### src/rtl/cache_param_pkg.sv
// Shared cache parameters and the lookup request payload used on the cache_pipe lookup port.
package cache_param_pkg;

  localparam int unsigned SET_ADRS_WIDTH = 6;
  localparam int unsigned OFFSET_WIDTH   = 6;
  localparam int unsigned TAG_WIDTH      = 20;
  localparam int unsigned ADRS_WIDTH     = TAG_WIDTH + SET_ADRS_WIDTH + OFFSET_WIDTH;
  localparam int unsigned DATA_WIDTH     = 32;
  localparam int unsigned RD_INDX_WIDTH  = 4;
  localparam int unsigned STARVE_WIDTH   = 4;

  typedef enum logic [2:0] {
    NOP_OP  = 3'd0,
    RD_OP   = 3'd1,
    WR_OP   = 3'd2,
    FILL_OP = 3'd3,
    INIT_OP = 3'd4
  } t_lu_op;

  typedef struct packed {
    logic                     valid;
    t_lu_op                   lu_op;
    logic [ADRS_WIDTH-1:0]    address;
    logic [DATA_WIDTH-1:0]    data;
    logic [RD_INDX_WIDTH-1:0] rd_indx;
  } t_lu_req;

  // A granted request always enters the pipe marked valid, whatever the requester drove.
  function automatic t_lu_req mark_valid(input t_lu_req req);
    t_lu_req r;
    r       = req;
    r.valid = 1'b1;
    return r;
  endfunction

endpackage

### src/rtl/cache_lu_arb_if.sv
// Requester/pipe side bundle of the lookup arbiter.
interface cache_lu_arb_if;
  import cache_param_pkg::*;

  logic    core_req_valid;
  t_lu_req core_req;
  logic    core_req_ready;
  logic    fill_req_valid;
  t_lu_req fill_req;
  logic    fill_req_ready;
  logic    pipe_stall;
  t_lu_req pipe_lu_req_q1;
  logic    init_done;

  modport master (
    output core_req_valid, core_req, fill_req_valid, fill_req, pipe_stall,
    input  core_req_ready, fill_req_ready, pipe_lu_req_q1, init_done
  );

  modport slave (
    input  core_req_valid, core_req, fill_req_valid, fill_req, pipe_stall,
    output core_req_ready, fill_req_ready, pipe_lu_req_q1, init_done
  );

endinterface

### src/rtl/cache_init_seq.sv
// Set counter for the post-reset tag invalidation sweep; emits one INIT_OP lookup per advance.
module cache_init_seq
  import cache_param_pkg::*;
#(
  parameter int unsigned SET_ADRS_WIDTH = cache_param_pkg::SET_ADRS_WIDTH
) (
  input  logic    clk,
  input  logic    rst,
  input  logic    adv,
  output t_lu_req init_req_c,
  output logic    sweep_last_c
);

  localparam int unsigned PKG_SET_WIDTH = cache_param_pkg::SET_ADRS_WIDTH;

  logic [SET_ADRS_WIDTH-1:0] set_cnt;

  always_ff @(posedge clk or posedge rst) begin
    if (rst) begin
      set_cnt <= '0;
    end else if (adv) begin
      set_cnt <= set_cnt + SET_ADRS_WIDTH'(1);
    end
  end

  always_comb begin
    init_req_c         = '0;
    init_req_c.valid   = 1'b1;
    init_req_c.lu_op   = INIT_OP;
    init_req_c.address = {TAG_WIDTH'(0), PKG_SET_WIDTH'(set_cnt), OFFSET_WIDTH'(0)};
    sweep_last_c       = (set_cnt == '1);
  end

endmodule

### src/rtl/cache_lu_arb.sv
// Lookup slot arbiter in front of cache_pipe: invalidation sweep after reset, then
// fill-priority arbitration with a starvation guard for core requests.
module cache_lu_arb
  import cache_param_pkg::*;
#(
  parameter int unsigned SET_ADRS_WIDTH = cache_param_pkg::SET_ADRS_WIDTH,
  parameter int unsigned STARVE_LIMIT   = 4
) (
  input logic           clk,
  input logic           rst,
  cache_lu_arb_if.slave lu
);

  typedef enum logic {INIT, RUN} t_arb_state;

  t_arb_state              state;
  logic [STARVE_WIDTH-1:0] starve_cnt;
  logic                    starve_hit;
  logic                    slot_open;
  logic                    core_win;
  logic                    fill_win;
  logic                    issue_init;
  t_lu_req                 init_req;
  logic                    sweep_last;

  cache_init_seq #(
    .SET_ADRS_WIDTH (SET_ADRS_WIDTH)
  ) u_init_seq (
    .clk          (clk),
    .rst          (rst),
    .adv          (issue_init),
    .init_req_c   (init_req),
    .sweep_last_c (sweep_last)
  );

  // Grant decision; readies are combinational so a requester sees acceptance in the same cycle.
  always_comb begin
    issue_init        = (state == INIT) && !lu.pipe_stall;
    slot_open         = (state == RUN) && !lu.pipe_stall;
    starve_hit        = (starve_cnt == STARVE_WIDTH'(STARVE_LIMIT));
    core_win          = slot_open && lu.core_req_valid && (!lu.fill_req_valid || starve_hit);
    fill_win          = slot_open && lu.fill_req_valid && !core_win;
    lu.core_req_ready = core_win;
    lu.fill_req_ready = fill_win;
  end

  always_ff @(posedge clk or posedge rst) begin
    if (rst) begin
      state             <= INIT;
      starve_cnt        <= '0;
      lu.pipe_lu_req_q1 <= '0;
      lu.init_done      <= 1'b0;
    end else begin
      lu.pipe_lu_req_q1 <= '0;
      case (state)
        INIT: begin
          if (issue_init) begin
            lu.pipe_lu_req_q1 <= init_req;
            if (sweep_last) begin
              state        <= RUN;
              lu.init_done <= 1'b1;
            end
          end
        end
        RUN: begin
          if (core_win) begin
            lu.pipe_lu_req_q1 <= mark_valid(lu.core_req);
          end else if (fill_win) begin
            lu.pipe_lu_req_q1 <= mark_valid(lu.fill_req);
          end
        end
        default: begin
          state <= INIT;
        end
      endcase

      // Counts fill grants that overtook a waiting core request.
      if (!lu.core_req_valid || core_win) begin
        starve_cnt <= '0;
      end else if (fill_win && !starve_hit) begin
        starve_cnt <= starve_cnt + STARVE_WIDTH'(1);
      end
    end
  end

endmodule

### src/flat_wrapper.sv
// flat-port wrapper written by rule: the top's interface ports become plain ports
module cache_lu_arb_flat import cache_param_pkg::*;
#(
  parameter int unsigned SET_ADRS_WIDTH = cache_param_pkg::SET_ADRS_WIDTH,
  parameter int unsigned STARVE_LIMIT   = 4
)
  (clk, rst, lu_core_req_valid, lu_core_req, lu_fill_req_valid, lu_fill_req, lu_pipe_stall, lu_core_req_ready, lu_fill_req_ready, lu_pipe_lu_req_q1, lu_init_done);
  cache_lu_arb_if lu_i ();
  input logic clk;
  input logic rst;
  input wire logic [$bits(lu_i.core_req_valid)-1:0] lu_core_req_valid;
  input wire logic [$bits(lu_i.core_req)-1:0] lu_core_req;
  input wire logic [$bits(lu_i.fill_req_valid)-1:0] lu_fill_req_valid;
  input wire logic [$bits(lu_i.fill_req)-1:0] lu_fill_req;
  input wire logic [$bits(lu_i.pipe_stall)-1:0] lu_pipe_stall;
  output wire logic [$bits(lu_i.core_req_ready)-1:0] lu_core_req_ready;
  output wire logic [$bits(lu_i.fill_req_ready)-1:0] lu_fill_req_ready;
  output wire logic [$bits(lu_i.pipe_lu_req_q1)-1:0] lu_pipe_lu_req_q1;
  output wire logic [$bits(lu_i.init_done)-1:0] lu_init_done;
  assign lu_i.core_req_valid = lu_core_req_valid;
  assign lu_i.core_req = lu_core_req;
  assign lu_i.fill_req_valid = lu_fill_req_valid;
  assign lu_i.fill_req = lu_fill_req;
  assign lu_i.pipe_stall = lu_pipe_stall;
  assign lu_core_req_ready = lu_i.core_req_ready;
  assign lu_fill_req_ready = lu_i.fill_req_ready;
  assign lu_pipe_lu_req_q1 = lu_i.pipe_lu_req_q1;
  assign lu_init_done = lu_i.init_done;
  cache_lu_arb #(.SET_ADRS_WIDTH(SET_ADRS_WIDTH), .STARVE_LIMIT(STARVE_LIMIT)) u_core (.clk(clk), .rst(rst), .lu(lu_i));
endmodule
### config.mk
export PLATFORM = sky130hd
export DESIGN_NAME = cache_lu_arb_flat
export DESIGN_NICKNAME = d
export VERILOG_FILES = /design/src/rtl/cache_param_pkg.sv /design/src/rtl/cache_lu_arb_if.sv /design/src/rtl/cache_init_seq.sv /design/src/rtl/cache_lu_arb.sv /design/src/flat_wrapper.sv
export SDC_FILE = /design/constraint.sdc
export NUM_CORES = 1
export LEC_CHECK = 0
export CAP_MARGIN = 10
export CORE_UTILIZATION = 42
export DETAILED_ROUTE_END_ITERATION = 10
export GPL_ROUTABILITY_DRIVEN = 0
export MAX_ROUTING_LAYER = met4
export PLACE_DENSITY = 0.89
export SYNTH_ARGS = -nofsm -noshare
export SYNTH_HDL_FRONTEND = slang
export SYNTH_SLANG_ARGS = --single-unit
### constraint.sdc
create_clock -name clk -period 4.87 [get_ports clk]
set_clock_uncertainty 0.05 [all_clocks]
set_input_delay 0.974 -clock clk [delete_from_list [all_inputs] [get_ports clk]]
set_output_delay 0.974 -clock clk [all_outputs]
set_load 0.005 [all_outputs]
==> metrics.csv, run 1 <==
stage;metric;value;unit
floorplan;die area;9760;sq um
power_and_ir_drop;Lkg Pwr;0.00289;uW
min_path;worst hold start;u_core.lu.init_done$_DFFE_PP0P_;
logic_synthesis;top-area cell type share of the netlist area;53.4;%
power_and_ir_drop;P_int;1230;uW
floorplan;chip height;98.8;um
grt;routing usage on met3;4.11;%
logic_synthesis;Mapped Cells;372;
grt;GRT Util Overall;22.8;%
min_path;worst min path class;reg2reg;
critical_path;r2r endpoint;u_core.lu.pipe_lu_req_q1[66]$_DFF_PP0_;
status;outcome;complete, no violations;
floorplan;starting density of the core;44.2;%
timing;post-route setup slack;1.02;ns
logic_synthesis;Synth Register Bits;84;
grt;global route overflow;0;
logic_synthesis;largest family of logic cells by synthesized area;multiplexers;
cts;CTS Buf Count;9;
drt;DRT iter0 DRCs;64;
logic_synthesis;top post-synthesis cells by area;dfrtp_1, mux2i_1, nand2_1;
power_and_ir_drop;Seq pwr share;46.7;%
cts;clock buffer depth;2;
drt;routed via count;3355;
logic_synthesis;post-synth top area cell;dfrtp_1;
drt;total wire length;10.7;mm
critical_path;CP required;3.85;ns
timing;worst slew pin tran;0.888;ns
drt;routed vias/inst;4.78;
floorplan;row count;34;
grt;initial antenna violation count;0;
cells_and_area;Layout Nets;741;
min_path;hold endpoint;u_core.lu.init_done$_DFFE_PP0P_;
min_path;Worst Hold Depth;1;
timing;final period utilization;79.0;%
logic_synthesis;post-synthesis sequential area ratio;53.4;%
critical_path;crit-path max FO;14;
timing;Tmin final;3.85;ns
drt;DRT antenna net count;0;
job;Max-Cap Viols;0;
power_and_ir_drop;sw frac;23.3;%
grt;largest net degree at the start of global routing;69;
power_and_ir_drop;clock group share of total power;34.3;%
timing;unrepaired setup endpoints after global routing;no;
critical_path;R2R depth;5;
cts;clk sink count;84;
logic_synthesis;Synth Area in XOR/XNOR;1.11;%
grt;GRT busiest layer;met2;
timing;relative slew slack;40.7;%
critical_path;Reg-to-Reg Start;u_core.state$_DFF_PP0_;
cts;CTS tree;done;
drt;router iterations before antenna repair;4;
critical_path;Crit Path Class;in2out;
timing;Hold Violations, Final;0;
critical_path;Critical Path AT;2.82;ns
critical_path;reg-to-reg slack, setup;2.22;ns
drt;WL per Instance;15.2;um
logic_synthesis;Post-Syn Area;3930;sq um
power_and_ir_drop;Peak VDD IR;160;uV
cts;htree depth;3;
logic_synthesis;multiplexer share of the synthesized area;16.6;%
cts;Reg clk slew, reported paths;0.09;ns
logic_synthesis;yosys warns;0;
place;hpwl dp;7.99;mm
floorplan;Core ar.;8890;sq um
place;Buffers on Ports;221;
grt;first-pass GRT wire length;16.8;mm
cts;setup bufs post-CTS;0;
grt;vias in the first global route;3541;
cells_and_area;Ant. Diodes;0;
cts;clock latency on the worst-skew pair;0.34;ns
power_and_ir_drop;Cell Pwr Density;251;nW/um^2
power_and_ir_drop;switching power;372;uW
critical_path;crit path capture type;output pin;
timing;max-slew violation count;0;
logic_synthesis;post-synthesis adder-cell area fraction;0.954;%
cts;Post-CTS Resized;0;
grt;M2 GR Usage;40.8;%
cts;Root Buffer;clkbuf_8;
cells_and_area;Area Growth Syn to Fin;62.0;%
logic_synthesis;Simple-Gate Fraction of Synth Area;12.7;%
place;Place WS;1.03;ns
logic_synthesis;Cell variety after synth;33;
cts;Hold Buf Count CTS;0;
timing;endpoints failing setup;0;
timing;setup TNS;0;ns
drt;DRC;0;
critical_path;CP startpoint kind;input pin;
logic_synthesis;Synth Net Count;524;
timing;fmax;260;MHz
floorplan;die width;98.8;um
logic_synthesis;syn_area_per_cell;10.6;sq um
floorplan;I/O Pins;224;
logic_synthesis;compound-gate portion of the synthesized area;4.10;%
grt;met1 Use GR;25.3;%
power_and_ir_drop;Comb pwr share;19.1;%
cells_and_area;share of layout cells above drive strength 1;4.55;%
==> how the worst max path moves through the flow <==
stage	startpoint	endpoint	slack (ns)	depth (start not counted)
final	lu_pipe_stall	lu_core_req_ready	1.02	6
after global routing	lu_pipe_stall	lu_core_req_ready	0.93	6
after CTS	lu_pipe_stall	lu_fill_req_ready	1.03	7
after detailed placement	lu_pipe_stall	lu_fill_req_ready	1.03	7
after global placement	lu_pipe_stall	lu_core_req_ready	1.03	6
after floorplan	rst	u_core.lu.init_done$_DFFE_PP0P_	1.68	1
==> state kept, by name, summed over array words and instances, names as in the netlist <==
signal and count:
u_core.lu.pipe_lu_req_q1 72, u_core.state 1, u_core.lu.init_done 1, u_core.starve_cnt 4, u_core.u_init_seq.set_cnt 6
==> per-layer routing <==
layer | share of wire, % | wire length [um] | up-vias
met5 | 0 | 0 | -
met4 | 2.4 | 261 | 0
met3 | 5.8 | 616 | 24
met2 | 53 | 5710 | 144
met1 | 38 | 4100 | 1577
li1 | - | - | 1610
==> layout by cell type (no fill, tap or decap), types with 2 or more instances in the layout <==
| master | n |
|---|---|
| nand3b_1 | 2 |
| mux2i_1 | 64 |
| clkbuf_1 | 2 |
| dfrtp_1 | 84 |
| a21oi_1 | 10 |
| a221o_1 | 7 |
| nand2_1 | 71 |
| xnor2_1 | 3 |
| inv_1 | 68 |
| nor2_1 | 2 |
| ha_1 | 3 |
| nand3_1 | 4 |
| xor2_1 | 2 |
| a31oi_1 | 2 |
| bufinv_16 | 2 |
| clkbuf_8 | 9 |
| clkdlybuf4s50_1 | 221 |
| nand4_1 | 2 |
| nor2b_1 | 2 |
| nand2b_1 | 6 |
| buf_4 | 6 |
| nand4b_1 | 7 |
==> power groups by stage <==
stage	Combinational, uW	Clock [uW]	Sequential (uW)
detailed placement	308	0	760
global route	330	591	750
finish	305	548	746
CTS	309	565	746
global placement	300	0	758
floorplan	91.4	0	764
==> per-stage QoR <==
stage | power [uW] | area (sq um) | std cells | utilization [%] | hold WS (ns)
2_1_floorplan | 856 | 3930 | 372 | - | 0.416
3_3_place_gp | 1060 | 6160 | 686 | 69.3 | 0.405
3_5_place_dp | 1070 | 6160 | 686 | 69.3 | 0.405
4_1_cts | 1620 | 6370 | 702 | 71.7 | 0.425
5_1_grt | 1670 | 6370 | 702 | 71.7 | 0.438
6_report | 1600 | 6370 | 702 | 71.7 | 0.420
==> cell type report <==
type                    count  area [sq um]
clock buffers              11           131
clock inverters             5          85.1
fillers                   646          2520
inverters                  69           260
multi-input cells         198          1400
flip-flops and latches     84          2100
well taps                 108           135
repair buffers            227          2260
==> cell usage after synthesis <==
cell type,instances
nand4bb_1,1
and2_1,1
nand2b_2,1
xnor2_1,3
mux2i_1,64
nor2_1,2
nor3_1,1
nand2_1,71
nand4b_1,7
dfrtp_1,84
clkbuf_1,6
mux2_2,1
buf_8,6
buf_6,1
nand3b_1,2
nand3_1,4
o31ai_1,1
buf_2,7
buf_12,1
nand3b_4,1
nand4_1,2
inv_1,69
xor2_1,2
a31oi_1,2
and3_1,1
a211oi_2,1
nor2b_1,2
a221o_1,7
ha_1,3
nand2b_1,6
and3b_1,1
a21oi_1,10
a31o_2,1
==> logic make-up after synthesis <==
logic type	after synthesis
xor gates and xnor gates	5
DFF	84
adders and majority gates	3
and+or+nand+nor	103
AOI/OAI and AO/OA	22
muxes	65
buffers and inverters	90
==> worst max-delay path, cell delays in order <==
cell	delay [ns]
clkdlybuf4s50_1	0.39
buf_4	0.18
nand2b_2	0.24
a211oi_4	0.27
buf_4	0.23
clkdlybuf4s50_1	0.52
(Power assumes the default switching activity.)
==> inputs of run 2 (changes only) <==
--- a/config.mk
+++ b/config.mk
@@ -6,11 +6,11 @@
 export NUM_CORES = 1
 export LEC_CHECK = 0
 export CAP_MARGIN = 10
-export CORE_UTILIZATION = 42
+export CORE_UTILIZATION = 39
 export DETAILED_ROUTE_END_ITERATION = 10
 export GPL_ROUTABILITY_DRIVEN = 0
 export MAX_ROUTING_LAYER = met4
-export PLACE_DENSITY = 0.89
+export PLACE_DENSITY = 0.84
 export SYNTH_ARGS = -nofsm -noshare
 export SYNTH_HDL_FRONTEND = slang
 export SYNTH_SLANG_ARGS = --single-unit
==> constraint.sdc (replaced) <==
create_clock -name clk -period 4 [get_ports clk]
set_clock_uncertainty 0.05 [all_clocks]
set_input_delay 0.8 -clock clk [delete_from_list [all_inputs] [get_ports clk]]
set_output_delay 0.8 -clock clk [all_outputs]
set_load 0.005 [all_outputs]
==> run 2 against run 1 <==
Against the previous run:
- via count is 1.8% lower
- cell count is 3.4% higher
- clock-buffer cell count is 1 lower
- die area is 7.5% higher
- register-to-register slack worse by 0.80 ns
- flip-flop and latch count stayed put
- critical endpoint is now lu_fill_req_ready
- global-route usage is 1.9 points lower
- largest power group unchanged
- clock power is 5.5% higher
- total power is 16% higher
- largest cell class unchanged
==> metrics.csv, run 2 (synthesis gave the netlist of run 1 again) <==
stage;metric;value;unit
cells_and_area;Area Growth Syn to Fin;62.5;%
floorplan;die width;102;um
cells_and_area;max reg flops;72;
power_and_ir_drop;clock group share of total power;31.0;%
floorplan;row count;36;
drt;total wire length;10.6;mm
cells_and_area;biggest regs;u_core.lu.pipe_lu_req_q1 x72, u_core.u_init_seq.set_cnt x6, u_core.starve_cnt x4;
power_and_ir_drop;switching power;427;uW
grt;initial antenna violation count;0;
critical_path;crit path capture type;output pin;
timing;worst slew pin tran;0.980;ns
floorplan;die area;10500;sq um
place;placed instance count;712;
power_and_ir_drop;Comb pwr share;20.2;%
cts;Reg clk slew, reported paths;0.07;ns
floorplan;starting density of the core;40.2;%
cts;clock buffer depth;2;
job;Max-Cap Viols;0;
critical_path;r2r endpoint;u_core.lu.pipe_lu_req_q1[26]$_DFF_PP0_;
critical_path;CP required;3.15;ns
cells_and_area;most frequent cells in the layout;clkdlybuf4s50_1, dfrtp_1, nand2_1, inv_1, mux2i_1;
cells_and_area;fill cell count;773;
cts;Root Buffer;clkbuf_8;
min_path;worst min path class;reg2reg;
timing;unrepaired setup endpoints after global routing;no;
critical_path;Crit Path Class;in2out;
drt;router iterations before antenna repair;4;
timing;final period utilization;86.7;%
floorplan;Core ar.;9770;sq um
power_and_ir_drop;sw frac;22.9;%
drt;routed vias/inst;4.54;
timing;relative slew slack;34.7;%
cts;CTS tree;done;
place;Placement Cell Area;6200;sq um
cells_and_area;Ant. Diodes;0;
drt;DRT antenna net count;0;
cells_and_area;final core utilization;65.4;%
cells_and_area;Layout Nets;743;
grt;global route overflow;0;
cts;clock latency on the worst-skew pair;0.35;ns
cts;Post-CTS Resized;0;
critical_path;slowest stage delay, CP;0.81;ns
grt;first-pass GRT wire length;16.0;mm
grt;GRT Util Overall;20.9;%
cells_and_area;post-route cell area;6390;sq um
min_path;hold endpoint;u_core.lu.init_done$_DFFE_PP0P_;
power_and_ir_drop;P_int;1430;uW
critical_path;CP startpoint kind;input pin;
cts;CTS Buf Count;9;
cells_and_area;Most flops, register;u_core.lu.pipe_lu_req_q1;
timing;endpoints failing setup;0;
cells_and_area;Multi-input gate area;1400;sq um
timing;setup TNS;0;ns
grt;vias in the first global route;3236;
timing;max-slew violation count;0;
min_path;Worst Hold Depth;1;
cts;setup bufs post-CTS;0;
critical_path;Critical Path AT;2.62;ns
cells_and_area;register area;2100;sq um
drt;DRC;0;
critical_path;R2R depth;4;
drt;DRT iter0 DRCs;67;
drt;WL per Instance;14.6;um
power_and_ir_drop;Peak VDD IR;172;uV
critical_path;slowest stage cell, crit path;clkdlybuf4s50_1;
place;Buffers on Ports;221;
timing;fmax;288;MHz
critical_path;worst-path cell chain;clkdlybuf4s50_1 > and3b_2 > nor2b_1 > clkdlybuf4s50_1;
drt;routed via count;3294;
critical_path;reg-to-reg slack, setup;1.42;ns
power_and_ir_drop;Lkg Pwr;0.00289;uW
power_and_ir_drop;Cell Pwr Density;291;nW/um^2
place;hpwl dp;7.97;mm
status;outcome;complete, no violations;
cts;clk sink count;84;
cells_and_area;leading cell type in the layout, fill and taps excluded;clkdlybuf4s50_1;
power_and_ir_drop;Seq pwr share;48.8;%
cts;htree depth;3;
min_path;worst hold start;u_core.lu.init_done$_DFFE_PP0P_;
timing;Hold Violations, Final;0;
floorplan;I/O Pins;224;
grt;largest net degree at the start of global routing;69;
critical_path;most frequent CP cell;clkdlybuf4s50_1;
floorplan;chip height;102;um
timing;Tmin final;3.47;ns
critical_path;Reg-to-Reg Start;u_core.state$_DFF_PP0_;
cts;Hold Buf Count CTS;0;
cells_and_area;fin cells;726;
cells_and_area;share of layout cells above drive strength 1;4.72;%
critical_path;crit-path max FO;13;
==> run 2: power by group through the flow <==
stage	Combinational, uW	Sequential [uW]	Clock, uW
3_3_place_gp	369	923	0
5_1_grt	409	912	631
2_1_floorplan	111	930	0
6_report	376	907	578
4_1_cts	379	908	599
3_5_place_dp	377	925	0
==> run 2: worst max path at each step <==
stage,startpoint,to,slack [ns],cells after the start
2_1_floorplan,rst,u_core.lu.init_done$_DFFE_PP0P_,0.98,1
6_report,lu_fill_req_valid,lu_fill_req_ready,0.53,4
3_5_place_dp,lu_fill_req_valid,lu_fill_req_ready,0.58,4
4_1_cts,lu_fill_req_valid,lu_fill_req_ready,0.56,4
5_1_grt,lu_fill_req_valid,lu_fill_req_ready,0.48,4
3_3_place_gp,lu_fill_req_valid,lu_core_req_ready,0.61,3
==> run 2: worst max-delay path: cells and delay by family <==
| kind | cells | cell delay, ns |
|---|---|---|
| AND/OR/NAND/NOR | 2 | 0.44 |
| buffers and inverters | 2 | 1.37 |
==> run 2: per-layer routing <==
layer  track usage, %  up-vias  wire (um)
li1                 -     1605          -
met1             23.0     1550       4010
met2             36.6      123       5580
met3             5.27       16        813
met4             7.25        0        173
met5                -        -          0
==> run 2: per-stage QoR <==
step | setup WS (ns) | hold slack (ns) | total power [uW]
2_1_floorplan | 0.985 | 0.416 | 1040
3_3_place_gp | 0.610 | 0.408 | 1290
3_5_place_dp | 0.582 | 0.423 | 1300
4_1_cts | 0.563 | 0.444 | 1890
5_1_grt | 0.477 | 0.463 | 1950
6_report | 0.532 | 0.439 | 1860
==> run 2: area by class of cell <==
class	count	area share, %
Clock inverter	3	0.626
Clock buffer	10	2.15
Timing Repair Buffer	229	35.7
Inverter	69	4.07
Multi-Input combinational cell	198	21.9
Tap cell	133	2.60
Sequential cell	84	32.9
==> inputs of run 3 (changes only) <==
--- a/config.mk
+++ b/config.mk
@@ -11,6 +11,7 @@
 export GPL_ROUTABILITY_DRIVEN = 0
 export MAX_ROUTING_LAYER = met4
 export PLACE_DENSITY = 0.84
+export SETUP_SLACK_MARGIN = 0.15
 export SYNTH_ARGS = -nofsm -noshare
 export SYNTH_HDL_FRONTEND = slang
 export SYNTH_SLANG_ARGS = --single-unit
==> results of run 3 <==
Same layout as run 2: the final DEF is identical, and so are final timing and power.
